## src/rtl/cpu_pkg.sv

```systemverilog
// Shared definitions for the register-select datapath.
// Address width default, bit-order encodings, one-hot decode helper.
package cpu_pkg;

    localparam int AW_DEFAULT = 4;

    // Bit-order encodings for the register enable vectors.
    localparam bit REV_LSB = 1'b0;
    localparam bit REV_MSB = 1'b1;

    // True when enable bit k belongs to register address addr.
    function automatic logic onehot_hit(
        input int unsigned addr,
        input int unsigned k,
        input int unsigned nreg,
        input bit          rev
    );
        int unsigned pos;
        pos = rev ? (nreg - 1 - k) : k;
        return pos == addr;
    endfunction

endpackage

```

## src/rtl/onehot_decoder.sv

```systemverilog
// Address to one-hot enable decoder.
// Bit order selected by REVERSE (LSB-first or MSB-first).
module onehot_decoder
    import cpu_pkg::*;
#(
    parameter int AW      = AW_DEFAULT,
    parameter int NREG    = 1 << AW,
    parameter bit REVERSE = REV_LSB
) (
    input  logic [AW-1:0]   addr,
    output logic [NREG-1:0] oh
);

    // Each output bit compares its mapped index against the address.
    always_comb begin
        oh = '0;
        for (int k = 0; k < NREG; k++) begin
            oh[k] = onehot_hit(32'(addr), unsigned'(k), NREG, REVERSE);
        end
    end

endmodule

```

## src/rtl/reg_select_unit.sv

```systemverilog
// Register select unit: grant-muxed address decode to registered
// read/write enables, with a busy scoreboard and RAW stall.
module reg_select_unit
    import cpu_pkg::*;
#(
    parameter int AW      = AW_DEFAULT,
    parameter int NREG    = 1 << AW,
    parameter bit REVERSE = REV_LSB
) (
    input  logic            clk,
    input  logic            rst_n,
    input  logic [AW-1:0]   addr_a,
    input  logic [AW-1:0]   addr_b,
    input  logic [AW-1:0]   addr_c,
    input  logic            gra,
    input  logic            grb,
    input  logic            grc,
    input  logic            rin,
    input  logic            rout,
    input  logic            wb_valid,
    input  logic [AW-1:0]   wb_addr,
    output logic [NREG-1:0] rin_oh,
    output logic [NREG-1:0] rout_oh,
    output logic [NREG-1:0] busy,
    output logic            stall,
    output logic            sel_err
);

    logic [1:0]      gcnt;
    logic            sel_valid;
    logic [AW-1:0]   sel_addr;
    logic [NREG-1:0] sel_oh;
    logic [NREG-1:0] wb_oh;
    logic            wb_bypass;
    logic            hazard;
    logic            issue;

    logic [NREG-1:0] rin_oh_d, rin_oh_q;
    logic [NREG-1:0] rout_oh_d, rout_oh_q;
    logic [NREG-1:0] busy_d, busy_q;
    logic            stall_d, stall_q;
    logic            sel_err_d, sel_err_q;

    onehot_decoder #(
        .AW      (AW),
        .NREG    (NREG),
        .REVERSE (REVERSE)
    ) u_sel_dec (
        .addr (sel_addr),
        .oh   (sel_oh)
    );

    onehot_decoder #(
        .AW      (AW),
        .NREG    (NREG),
        .REVERSE (REVERSE)
    ) u_wb_dec (
        .addr (wb_addr),
        .oh   (wb_oh)
    );

    // Pick the granted field; only a single grant is a usable selection.
    always_comb begin
        gcnt      = {1'b0, gra} + {1'b0, grb} + {1'b0, grc};
        sel_valid = (gcnt == 2'd1);
        sel_addr  = '0;
        if (sel_valid) begin
            unique case (1'b1)
                gra: sel_addr = addr_a;
                grb: sel_addr = addr_b;
                grc: sel_addr = addr_c;
            endcase
        end
    end

    // Hazard detection, enable generation and scoreboard update.
    always_comb begin
        wb_bypass = wb_valid & (wb_addr == sel_addr);
        hazard    = rout & sel_valid & (|(busy_q & sel_oh)) & ~wb_bypass;
        issue     = sel_valid & ~hazard;

        rin_oh_d  = (rin & issue) ? sel_oh : '0;
        rout_oh_d = (rout & issue) ? sel_oh : '0;
        stall_d   = hazard;
        sel_err_d = (rin | rout) & ~sel_valid;

        // Writeback clears first so a same-cycle new claim wins.
        busy_d = busy_q;
        if (wb_valid) begin
            busy_d = busy_d & ~wb_oh;
        end
        if (rin & issue) begin
            busy_d = busy_d | sel_oh;
        end
    end

    // Output and scoreboard registers with async clear.
    always_ff @(posedge clk or negedge rst_n) begin
        if (!rst_n) begin
            rin_oh_q  <= '0;
            rout_oh_q <= '0;
            busy_q    <= '0;
            stall_q   <= 1'b0;
            sel_err_q <= 1'b0;
        end else begin
            rin_oh_q  <= rin_oh_d;
            rout_oh_q <= rout_oh_d;
            busy_q    <= busy_d;
            stall_q   <= stall_d;
            sel_err_q <= sel_err_d;
        end
    end

    assign rin_oh  = rin_oh_q;
    assign rout_oh = rout_oh_q;
    assign busy    = busy_q;
    assign stall   = stall_q;
    assign sel_err = sel_err_q;

endmodule

```

## config.mk

```make
export PLATFORM = sky130hd
export DESIGN_NAME = reg_select_unit
export DESIGN_NICKNAME = d
export VERILOG_FILES = /design/src/rtl/cpu_pkg.sv /design/src/rtl/onehot_decoder.sv /design/src/rtl/reg_select_unit.sv
export SDC_FILE = /design/constraint.sdc
export NUM_CORES = 1
export LEC_CHECK = 0
export BUFFER_PORTS_ARGS = -buffer_cell sky130_fd_sc_hd__buf_2
export CAP_MARGIN = 5
export CORE_AREA = 2 2 85 120
export DETAILED_ROUTE_END_ITERATION = 12
export DIE_AREA = 0 0 87 122
export GPL_ROUTABILITY_DRIVEN = 0
export PLACE_DENSITY = 0.43
export SYNTH_ARGS = -nofsm -noshare
export SYNTH_HDL_FRONTEND = slang
export SYNTH_SLANG_ARGS = --single-unit
```

## constraint.sdc

```tcl
create_clock -name clk -period 1.9 [get_ports clk]
set_input_delay 0.285 -clock clk [delete_from_list [all_inputs] [get_ports clk]]
set_output_delay 0.285 -clock clk [all_outputs]
set_load 0.02 [all_outputs]
```

==> results.json <==
{
  "wl_met2_um": 4450,
  "synth_area_leaders": "dfrtp_1 (53%), nor2_1 (6.1%), nand3_1 (3.4%)",
  "route.vias.total": 2344,
  "slew_headroom_pct": 74.8,
  "clk_pin_slew_ns": 0.06,
  "cp_max_fo": 5,
  "slowest_delay_ns": 0.52,
  "final_cells": 484,
  "maxCapViolations": 0,
  "clock_sinks": 50,
  "numCtsBuffers": 5,
  "setup_viol": 49,
  "wl_um": 8040,
  "ys_ff_latch": 50,
  "cts_max_path_buffers": 2,
  "dieArea_um2": 10600,
  "syn_area_um2": 2340,
  "fin_worst_skew_ns": 0.00338,
  "drtIter0Drc": 160,
  "ant_nets": 0,
  "wire_per_inst_um": 16.6,
  "initial_core_util_pct": 24.3,
  "synth.most_common_cell": "dfrtp_1",
  "run_status": "complete, but fails checks",
  "yosysTopAreaCellShare_pct": 53.4,
  "violations": "setup timing",
  "worst_pin_slew_ns": 0.375,
  "irDropWorstVdd_uv": 288,
  "critical_path.most_common_cell": "buf_6",
  "cts_tree": "built",
  "design_area_um2": 3880,
  "hold_class": "in2reg",
  "synthesis.nets": 259,
  "hpwlAfterDp_um": 6160,
  "syn_inst": 234,
  "crit_chain": "buf_6 -> inv_2 -> fa_1 -> nor2b_4 -> nand3_2 -> a211o_1 -> a311o_2 -> a41oi_4 -> buf_6 -> nor2_2",
  "max_freq_ghz": 0.472,
  "crit_family": "compound AO/OA/AOI/OAI gates",
  "avgSynthCellArea_um2": 10.0,
  "num_io_pins": 74,
  "crit_type": "in2reg",
  "powerDensity_nw_per_um2": 797,
  "drtPass1Iterations": 4,
  "wl_met1_um": 2980,
  "path_buf_inv": 3,
  "synthArstFlopShare_pct": 100,
  "root_buffer": "clkbuf_16",
  "synth_top_area_cell": "dfrtp_1",
  "crit_required_ns": 2.08,
  "grt.total_usage_pct": 15.9,
  "n_antenna_cell": 0,
  "synthTopCellsByCount": "dfrtp_1 (50), nor2_1 (38), nand2_1 (20), nand3_1 (16), o21ai_0 (14)",
  "ys.flop_type": "dfrtp_1",
  "grt_first_pass_wirelength_um": 12700,
  "layout_setup_ws_ns": -0.218,
  "drc": 0,
  "final.min_clock_period_ns": 2.12,
  "hold_viol": 0,
  "overflow": 0,
  "row_count": 43,
  "cts_htree_levels": 2,
  "endpoint_kind": "flip-flop",
  "coreArea_um2": 9630,
  "grt_max_degree": 51,
  "cp.arrival_ns": 2.30,
  "maxUsedRoutingLayer": "met4",
  "die_y_um": 122,
  "antenna_found_initial": 0,
  "port_buffers": 73,
  "fp.dieW_um": 87,
  "leakage_nw": 1.87,
  "wl_met3_um": 383,
  "synth_edf_count": 0,
  "area_delta_synth_final_pct": 65.4,
  "place_inst": 466,
  "place_area_um2": 3260,
  "drive_above_1_share_pct": 58.6,
  "yosysSeqAreaShare_pct": 53.4,
  "rsz0062_at_grt": "true",
  "slew_viol_final": 0,
  "crit_path_top_delay_cell": "fa_1",
  "synth_warnings": 0,
  "fin_nets": 396,
  "synth_cell_types": 53,
  "grt_pass1_vias": 2478,
  "routed_via_density": 4.84,
  "post-route-period-util_pct": 111,
  "clk_latency_ns": 0.29,
  "start_kind": "input port"
}
==> report_power, final <==
group | switching (mW) | internal, mW | total, mW | leakage, nW
Sequential | 0.0863 | 1.14 | 1.23 | 0.683
Clock | 0.375 | 0.521 | 0.896 | 0.0729
Combinational | 0.550 | 0.414 | 0.964 | 1.11
Total | 1.01 | 2.08 | 3.09 | 1.87
==> registers in the layout, indices dropped and copies added, names as in the netlist <==
name,flops
busy,16
rin_oh,16
rout_oh,16
sel_err,1
stall,1
==> cell usage in the layout, fill, tap and decap left out, types with 5 or more instances in the layout <==
cell type	synthesis	routed
a211oi_2	0	6
buf_2	3	70
buf_4	1	52
buf_6	3	13
clkbuf_16	0	5
dfrtp_1	50	50
nand2_1	20	19
nand3_1	16	13
nand4_1	5	5
nor2_1	38	19
nor2_2	1	9
nor2_4	0	11
o21ai_0	14	7
o21ai_1	7	5
o21ai_2	0	9
o31ai_1	8	7
==> final timing paths <==
check | from | cells past startpoint | slack [ns] | end
setup / recovery | gra | 10 | -0.22 | rin_oh[14]$_DFF_PN0_
hold / removal | rin | 3 | 0.32 | sel_err$_DFF_PN0_
max in group asynchronous | rst_n | 3 | 1.17 | rin_oh[2]$_DFF_PN0_
hold reg to reg | busy[3]$_DFF_PN0_ | 2 | 0.55 | busy[3]$_DFF_PN0_
min in group asynchronous | rst_n | 3 | 0.49 | rin_oh[9]$_DFF_PN0_
setup reg to reg | busy[1]$_DFF_PN0_ | 9 | 0.05 | rin_oh[14]$_DFF_PN0_
==> through the flow <==
step	utilization [%]	hold WS [ns]	power (mW)	setup slack (ns)	setup TNS (ns)
2_1_floorplan	-	-0.0106	1.63	-0.456	-17.49
3_3_place_gp	33.9	0.289	2.05	-0.758	-30.59
3_5_place_dp	33.9	0.293	2.04	-0.740	-31.07
4_1_cts	38.9	0.301	3.06	-0.233	-7.98
5_1_grt	40.2	0.325	3.25	-0.308	-11.49
6_report	40.2	0.319	3.09	-0.218	-7.73
==> layer usage <==
layer,vias to the layer above,track usage [%]
li1,1122,-
met1,1120,17.0
met2,87,29.9
met3,15,2.78
met4,0,7.03
met5,-,0
==> cells by family (layout without fill, tap and decap cells) <==
group	after synthesis	in the layout	share of synthesized area, %
xor gates and xnor gates	2	2	0.748
adders and majority gates	1	1	0.854
AOI/OAI and AO/OA	66	66	21.1
buffers and inverters	17	155	4.00
and+or+nand+nor	98	98	19.9
DFF	50	50	53.4
==> worst register-to-register path: stages (launching register included) <==
cell and delay [ns]:
dfrtp_1 0.35, inv_1 0.09, a2111oi_4 0.31, a31oi_1 0.07, o22ai_1 0.18, a2bb2oi_2 0.11, buf_4 0.16, a41oi_4 0.24
buf_6 0.20, nor2_2 0.04
==> timing repair <==
item / 4_1_cts / 5_1_grt
gates cloned: 2 / 0
endpoints found under the setup margin: 49 / 49
pin swaps: 19 / 7
setup buffers: 6 / 1
resized for setup: 67 / 31
hold endpoints to repair: 50 / 0
hold buffers: 1 / 0
==> final cells by class <==
| class | instances | area, um^2 |
|---|---|---|
| Clock buffer | 6 | 139 |
| Clock inverter | 2 | 12.5 |
| Fill cell | 985 | 5750 |
| Inverter | 7 | 26.3 |
| Multi-Input combinational cell | 167 | 1320 |
| Sequential cell | 50 | 1250 |
| Tap cell | 112 | 140 |
| Timing Repair Buffer | 140 | 985 |
(Power assumes the default switching activity.)
